$ cat config.mk
export PLATFORM = sky130hd
export DESIGN_NAME = multicycle_ctrl
export DESIGN_NICKNAME = d
export VERILOG_FILES = /design/src/rtl/multicycle_ctrl_pkg.sv /design/src/rtl/multicycle_ctrl_wait_timer.sv /design/src/rtl/multicycle_ctrl.sv
export SDC_FILE = /design/constraint.sdc
export NUM_CORES = 1
export LEC_CHECK = 0
export ABC_AREA = 1
export BUFFER_PORTS_ARGS = -buffer_cell sky130_fd_sc_hd__buf_2
export CAP_MARGIN = 20
export CORE_MARGIN = 1.5
export CORE_UTILIZATION = 51
export CTS_BUF_LIST = sky130_fd_sc_hd__clkbuf_8
export DETAILED_ROUTE_END_ITERATION = 8
export GPL_ROUTABILITY_DRIVEN = 0
export PLACE_DENSITY = 0.78
export SYNTH_ARGS = -nofsm -noshare
export SYNTH_HDL_FRONTEND = slang
export SYNTH_SLANG_ARGS = --single-unit
$ cat constraint.sdc
create_clock -name clk -period 1.56 [get_ports clk]
set_input_delay 0.312 -clock clk [delete_from_list [all_inputs] [get_ports clk]]
set_output_delay 0.312 -clock clk [all_outputs]
set_load 0.1 [all_outputs]
$ cat src/rtl/multicycle_ctrl_pkg.sv
// Shared types for the RV32I multi-cycle control sequencer: state codes,
// PC source select and the decoder's memory-op encoding.
package multicycle_ctrl_pkg;

    typedef logic [2:0] ctrl_state_t;

    localparam ctrl_state_t ST_FETCH  = 3'd0;
    localparam ctrl_state_t ST_DECODE = 3'd1;
    localparam ctrl_state_t ST_EXEC   = 3'd2;
    localparam ctrl_state_t ST_MEM    = 3'd3;
    localparam ctrl_state_t ST_WB     = 3'd4;
    localparam ctrl_state_t ST_FAULT  = 3'd5;

    typedef enum logic [1:0] {
        PC_PLUS4  = 2'b00,
        PC_ALU    = 2'b01,
        PC_BRANCH = 2'b10
    } pc_sel_e;

    typedef enum logic [1:0] {
        MEM_NOP     = 2'b00,
        MEM_LOAD    = 2'b01,
        MEM_STORE   = 2'b10,
        MEM_ILLEGAL = 2'b11
    } mem_op_e;

    // Jumps win over branches; a not-taken branch falls through to PC+4.
    function automatic pc_sel_e pcSelect(input logic jump, input logic isBranch,
                                         input logic taken);
        if (jump)
            return PC_ALU;
        else if (isBranch && taken)
            return PC_BRANCH;
        else
            return PC_PLUS4;
    endfunction

endpackage

$ cat src/rtl/multicycle_ctrl_wait_timer.sv
// Wait-state counter shared by the FETCH and MEM handshakes; o_expired flags
// that the current non-ready cycle is the last one allowed.
module ctrl_wait_timer #(
    parameter int MEM_TIMEOUT = 16
) (
    input  logic clk,
    input  logic rst,
    input  logic i_clear,
    input  logic i_en,
    output logic o_expired
);

    localparam int W = $clog2(MEM_TIMEOUT + 1);

    logic [W-1:0] r_count;

    assign o_expired = (r_count == W'(MEM_TIMEOUT - 1));

    always_ff @(posedge clk) begin
        if (rst || i_clear)
            r_count <= '0;
        else if (i_en && !o_expired)
            r_count <= r_count + W'(1);
    end

endmodule

$ cat src/rtl/multicycle_ctrl.sv
// Multi-cycle control sequencer: FETCH -> DECODE -> EXEC -> [MEM] -> WB with
// memory handshakes, retired-instruction counter and a sticky FAULT state.
module multicycle_ctrl
    import multicycle_ctrl_pkg::*;
#(
    parameter int MEM_TIMEOUT = 16,
    parameter int CNT_W       = 32
) (
    input  logic             clk,
    input  logic             rst,
    output logic             imem_req,
    input  logic             imem_ready,
    output logic             ir_we,
    input  logic             dec_valid,
    input  logic [1:0]       dec_mem_op,
    input  logic             dec_reg_we,
    input  logic             dec_jump,
    input  logic             dec_is_branch,
    input  logic             branch_taken,
    output logic             dmem_req,
    output logic             dmem_we,
    input  logic             dmem_ready,
    output logic             rf_we,
    output logic             pc_we,
    output logic [1:0]       pc_sel,
    output logic [CNT_W-1:0] instret,
    output logic             fault
);

    ctrl_state_t      r_state;
    ctrl_state_t      w_next;
    pc_sel_e          r_pc_sel;
    logic [CNT_W-1:0] r_instret;
    logic             w_expired;
    logic             w_timerEn;
    logic             w_timerClear;

    assign w_timerEn    = ((r_state == ST_FETCH) && !imem_ready) ||
                          ((r_state == ST_MEM)   && !dmem_ready);
    assign w_timerClear = (w_next != r_state);

    ctrl_wait_timer #(.MEM_TIMEOUT(MEM_TIMEOUT)) u_timer (
        .clk       (clk),
        .rst       (rst),
        .i_clear   (w_timerClear),
        .i_en      (w_timerEn),
        .o_expired (w_expired)
    );

    always_comb begin
        w_next = r_state;
        case (r_state)
            ST_FETCH:  if (imem_ready)      w_next = ST_DECODE;
                       else if (w_expired)  w_next = ST_FAULT;
            ST_DECODE: w_next = dec_valid ? ST_EXEC : ST_FAULT;
            ST_EXEC:   if (dec_mem_op == MEM_ILLEGAL) w_next = ST_FAULT;
                       else if (dec_mem_op != MEM_NOP) w_next = ST_MEM;
                       else                            w_next = ST_WB;
            ST_MEM:    if (dmem_ready)      w_next = ST_WB;
                       else if (w_expired)  w_next = ST_FAULT;
            ST_WB:     w_next = ST_FETCH;
            ST_FAULT:  w_next = ST_FAULT;
            default:   w_next = ST_FAULT;
        endcase
    end

    // pc_sel is only captured on a legal EXEC exit so a fault leaves it untouched.
    always_ff @(posedge clk) begin
        if (rst) begin
            r_state   <= ST_FETCH;
            r_pc_sel  <= PC_PLUS4;
            r_instret <= '0;
        end else begin
            r_state <= w_next;
            if (r_state == ST_EXEC && w_next != ST_FAULT)
                r_pc_sel <= pcSelect(dec_jump, dec_is_branch, branch_taken);
            if (r_state == ST_WB)
                r_instret <= r_instret + CNT_W'(1);
        end
    end

    // Strobes are masked by rst so an outstanding request drops immediately.
    assign imem_req = !rst && (r_state == ST_FETCH);
    assign ir_we    = imem_req && imem_ready;
    assign dmem_req = !rst && (r_state == ST_MEM);
    assign dmem_we  = dmem_req && (dec_mem_op == MEM_STORE);
    assign pc_we    = !rst && (r_state == ST_WB);
    assign rf_we    = pc_we && dec_reg_we;
    assign fault    = !rst && (r_state == ST_FAULT);
    assign pc_sel   = r_pc_sel;
    assign instret  = r_instret;

endmodule

==> After elaboration in Yosys (flattened, before gate mapping) <==
Index checks and enable logic that the tools add are counted.
{ "word_totals": {"reg_bits": 42, "input_bits": 11, "out_inout_bits": 41, "wordCells": 45} }
{ "classes": {"n_addsub": 2, "n_eq_ne": 10, "mux": 9, "n_reduce_logical": 20} }
{ "ops": {"columns": ["op", "n"], "rows": [
  ["adder 32 x 1 -> 32 bit (second input constant)", 1],
  ["2-to-1 mux 3 bit", 6],
  ["case mux 3 bit (5 select lines)", 1],
  ["logical AND 1 bit", 12],
  ["== test 3 x 2 -> 1 bit (second input constant)", 2],
  ["== test 3 bit (second input constant)", 2],
  ["adder 5 x 1 -> 5 bit (second input constant)", 1],
  ["== test 5 x 4 -> 1 bit (second input constant)", 1],
  ["== test 2 bit (second input constant)", 2],
  ["zero test 1 bit", 4],
  ["2-to-1 mux 2 bit", 2],
  ["== test 3 x 1 -> 1 bit (second input constant)", 1],
  ["zero test 3 bit", 1],
  ["!= test 3 bit", 1],
  ["!= test 3 bit (second input constant)", 1],
  ["logical OR 1 bit", 2],
  ["nonzero test 2 bit", 1]
]} }

==> Logic depth before layout (Yosys ltp) <==
{ "depth": {"depth_word": 6, "mapped_depth": 14, "mapped_depth_nobuf": 14} }

==> Hierarchy <==
Synthesis repeated with hierarchy kept, for this count alone.
{ "hier_totals": {"cells_unflattened": 392, "area_unflattened_um2": 2502.4} }
{ "modules_own_cells": {"columns": ["module", "n_inst", "cells_each", "area_each_um2", "seq_area_each_um2"], "rows": [
  ["multicycle_ctrl", 1, 358, 2232.1, 740.7],
  ["ctrl_wait_timer", 1, 34, 270.3, 100.1]
]} }

==> Least setup slack after synthesis <==
Ideal clock, no wire load.
{ "synth_timing": {"path_kind": "register to output", "start": "register r_state[2]", "end": "output fault", "arrival_ps": 3461, "t_required_ps": 1248, "path_slack_ps": -2213, "stages_incl_launch_ff": 3, "path_buffers": 0, "path_cell_list": "dfxtp_1 > inv_2 > nor4_1"} }
{ "synth_between": {"elab_chain_cells": 2} }
{ "synth_rtl": {"columns": ["item", "line_no", "text"], "rows": [
  ["from (decl)", "multicycle_ctrl.sv:30", "ctrl_state_t r_state;"],
  ["from (signal assigned)", "multicycle_ctrl.sv:74", "r_state <= w_next;"],
  ["== test 3 bit", "multicycle_ctrl.sv:89", "assign fault = !rst && (r_state == ST_FAULT);"],
  ["logical AND 1 bit", "multicycle_ctrl.sv:89", null],
  ["to (decl)", "multicycle_ctrl.sv:27", "output logic fault"]
]} }
Every way passes these cells.

==> Worst setup path in the final report <==
{ "layout_timing": {"start": "register r_state[0]", "end": "output pc_we"} }
{ "layout_between": {"elab_chain_cells": 2} }
{ "layout_rtl": {"columns": ["item", "line_no", "text"], "rows": [
  ["== test 3 bit", "multicycle_ctrl.sv:87", "assign pc_we = !rst && (r_state == ST_WB);"],
  ["logical AND 1 bit", "multicycle_ctrl.sv:87", null],
  ["to (decl)", "multicycle_ctrl.sv:24", "output logic pc_we,"]
]} }
Every way passes these cells.

==> metrics.md <==
| Metric | Value |
|---|---|
| WS Path Type | `register to primary output` |
| Worst endpoint required time | `1.25 ns` |
| Sw frac | `0.289` |
| Antenna Nets Post-Route | `0` |
| Worst setup margin | `-0.159 ns` |
| Worst slew pin tran | `0.557 ns` |
| PortBufs | `51` |
| HPWL after DPL | `4.77 mm` |
| Post-synthesis async set-or-reset flop share | `0` |
| Initial antenna violation count | `0` |
| Post-synth EDFFs | `0` |
| Failing checks | `negative setup slack` |
| Largest family of logic cells by synthesized area | `simple AND/OR/NAND/NOR gates` |
| Clock Tree Root | `clkbuf_8` |
| Via count | `between 2k and 3k` |
| Vias in the first global route | `2532` |
| Post-Synthesis Cells | `356` |
| Most numerous cell in the Yosys netlist | `nand2_1` |
| Die Height | `about 72 um` |
| Total Power | `around 2.7 mW` |
| Cell taking the most area after synthesis | `dfxtp_1` |
| First-pass GRT wire length | `10.8 mm` |
| Ports | `between 50 and 60` |
| Final wirelength | `about 6.7 mm` |
| Initial Utilization | `0.543` |
| Sequential power share | `0.403` |
| Slew margin rel. | `0.626` |
| Hold/Removal Path Class | `input pin to register` |
| Yosys top cell area share | `0.346` |
| Die X-Extent | `72.0 um` |
| Total gr overflow | `0` |
| Area delta synth->final | `47.6%` |
| Clk_lat worst skew | `0.30 ns` |
| Flop-to-flop setup slack | `-0.13 ns` |
| Worst ir drop on vdd | `roughly 840 uV` |
| Count of cell types in the netlist | `37` |
| TritonCTS Buffers | `5` |
| Placed Cells | `471` |
| Reg2reg end | `u_timer.r_count[4]$_SDFFE_PP0P_` |
| Gate power share | `0.222` |
| Mux cell area share after synthesis | `0` |
| Flops & latches, synth | `42` |
| Simple-Gate Fraction of Synth Area | `0.402` |
| Final hold violations | `0` |
| Row count | `24` |
| Worst path arrival time | `1.41 ns` |
| Reg-to-reg critical path startpoint | `u_timer.r_count[1]$_SDFFE_PP0P_` |
| Final setup TNS | `-2.79 ns` |
| Xor/xnor share of the synthesized area | `0.0216` |
| PwrDens | `750 nW/um2` |
| Status | `finished, violations left` |
| Fin crit share | `1.10` |
| Seq/Total Area, Yosys | `0.346` |
| Mean post-synth cell area | `6.82 um2` |
| Final max-slew violation count | `0` |
| Compound-Gate Fraction of Synth Area | `0.105` |
| GRT Util Overall | `0.261` |
| Vias/cell | `roughly 5.4` |
| Worst Min Path Start | `dec_jump` |
| Share of post-route cells with drive strength above 1 | `0.447` |
| Largest net degree at the start of global routing | `25` |
| Post-route insts no fill | `488` |
| Leak pwr | `~1.6 nW` |
| N_diodes | `0` |
| CTS clk-pin slew, worst paths | `0.08 ns` |
| RSZ-0062 raised after global routing | `true` |
| Primary FF master, synth | `dfxtp_1` |
| DRC | `0` |
| Worst Hold End | `pc_sel[0]$_SDFFE_PP0P_` |
| Synth Warn # | `0` |
| H-tree levels | `2` |
| DRT Pass-1 Iters | `4` |
| Cts hold-fix bufs | `0` |
| Drt wl/cell | `13.6 um` |
| Clock power share | `0.375` |
| CP Launch Type | `register` |
| Clock skew | `about 0.0058 ns` |
| Post-synthesis net count | `372` |
| WHS Path Cells | `5` |
| Max Cap Viol | `0` |
| Mapped Area | `2430 um2` |
| CTS sink cnt | `42` |
| Crit path max fanout | `4` |
| TritonCTS clock tree | `done` |
| Initial DRC count | `125` |
| Core ar. | `4470 um2` |
| Register-to-Register Path Depth | `14` |
| Critical path endpoint category | `primary output` |
| Pint | `1.91 mW` |
| Post-route minimum period | `~1.7 ns` |
| Setup violations, final | `31` |
| Final #Nets | `451` |
| Synth Area in Adders | `0.0258` |
| Clock buffer depth | `2` |
| Die Area | `slightly above 5000 um2` |
| Synth top cells by count | `nand2_1, inv_1, nor2_1` |
| Net Switching | `between 700 and 800 uW` |
| Most area-consuming cells after synthesis | `dfxtp_1, nand2_1, inv_1, nor2_1, nand3_1` |
| Fmax | `between 500 and 600 MHz` |
## repair_timing
item / 4_1_cts / 5_1_grt
gates cloned: 0 / 0
endpoints found under the setup margin: 15 / 37
setup buffers: 4 / 7
pin swaps: 7 / 30
gates resized for setup: 16 / 33
## cells by family (layout without fill, tap and decap cells)
group	Yosys count	count (layout)
AO/OA/AOI/OAI	47	47
flip-flops	42	42
adder cells (fa/ha/maj)	5	5
buffers and inverters	61	141
AND/OR/NAND/NOR	195	195
XOR/XNOR	6	6
## state kept, by name, summed over array words and instances, names as in the netlist
| register | cells |
|---|---|
| r_state | 3 |
| u_timer.r_count | 5 |
| pc_sel | 2 |
| instret | 32 |
## layout make-up
class	count	area (um2)
Multi-Input combinational cell	253	1630
Sequential cell	42	948
Fill cell	301	890
Timing Repair Buffer	77	587
Inverter	56	218
Clock buffer	5	68.8
Tap cell	52	65.1
Clock inverter	3	63.8
## routing by layer
metal / vias to the layer above / GRT usage / wire [um]
li1: 1305 / - / -
met1: 1229 / 0.304 / 2810
met2: 70 / 0.463 / 3360
met3: 16 / 0.0639 / 345
met4: 0 / 0.101 / 141
met5: - / 0 / 0
## worst max-delay path, stage by stage (launching register included)
cell	delay, ns
dfxtp_4	0.37
nor2_4	0.23
nand2_8	0.09
buf_6	0.13
nor2_4	0.11
buf_12	0.18
## metrics by stage
stage,util,cell area (um2),setup slack [ns],hold slack (ns)
2_1_floorplan,-,2720,-0.333,0.502
6_report,0.801,3580,-0.159,0.374
4_1_cts,0.764,3420,-0.155,0.340
5_1_grt,0.801,3580,-0.265,0.386
3_3_place_gp,0.716,3200,-0.0240,0.440
3_5_place_dp,0.716,3200,-0.0911,0.454
## worst max-delay path by stage
stage	start	endpoint	depth (start not counted)
floorplan	r_state[0]$_SDFF_PP0_	rf_we	4
CTS	r_state[1]$_SDFF_PP0_	imem_req	5
detailed placement	u_timer.r_count[0]$_SDFFE_PP0P_	u_timer.r_count[2]$_SDFFE_PP0P_	13
global placement	u_timer.r_count[0]$_SDFFE_PP0P_	u_timer.r_count[0]$_SDFFE_PP0P_	14
global route	u_timer.r_count[1]$_SDFFE_PP0P_	u_timer.r_count[4]$_SDFFE_PP0P_	14
finish	r_state[0]$_SDFF_PP0_	pc_we	5
## power groups by stage
stage | registers (mW) | clock network [mW] | logic [mW]
after floorplan | 1.16 | 0 | 0.301
after global routing | 1.09 | 1.07 | 0.634
after global placement | 1.10 | 0 | 0.482
after CTS | 1.08 | 1.04 | 0.528
after detailed placement | 1.11 | 0 | 0.493
final | 1.08 | 1.01 | 0.596
## placed cells by master, fill, tap and decap left out, types with 3 or more instances in the layout
cell,count
nand2_1,63
nand2_4,5
dfxtp_2,11
nor3_2,6
dfxtp_4,25
o21a_1,3
nand3_2,8
nand3_1,22
xor2_1,4
o21ai_2,3
a31oi_1,4
nor2_2,10
o21ai_0,8
nand3_4,3
buf_6,5
buf_4,20
nor2_4,11
nand4_1,9
nor2_1,37
nand2_2,5
a21oi_1,21
buf_2,44
clkbuf_8,5
inv_1,49
o21ai_1,6
dfxtp_1,6
buf_12,8
inv_2,5
nor3_4,4
No activity file was read; power rests on OpenSTA's default activity.
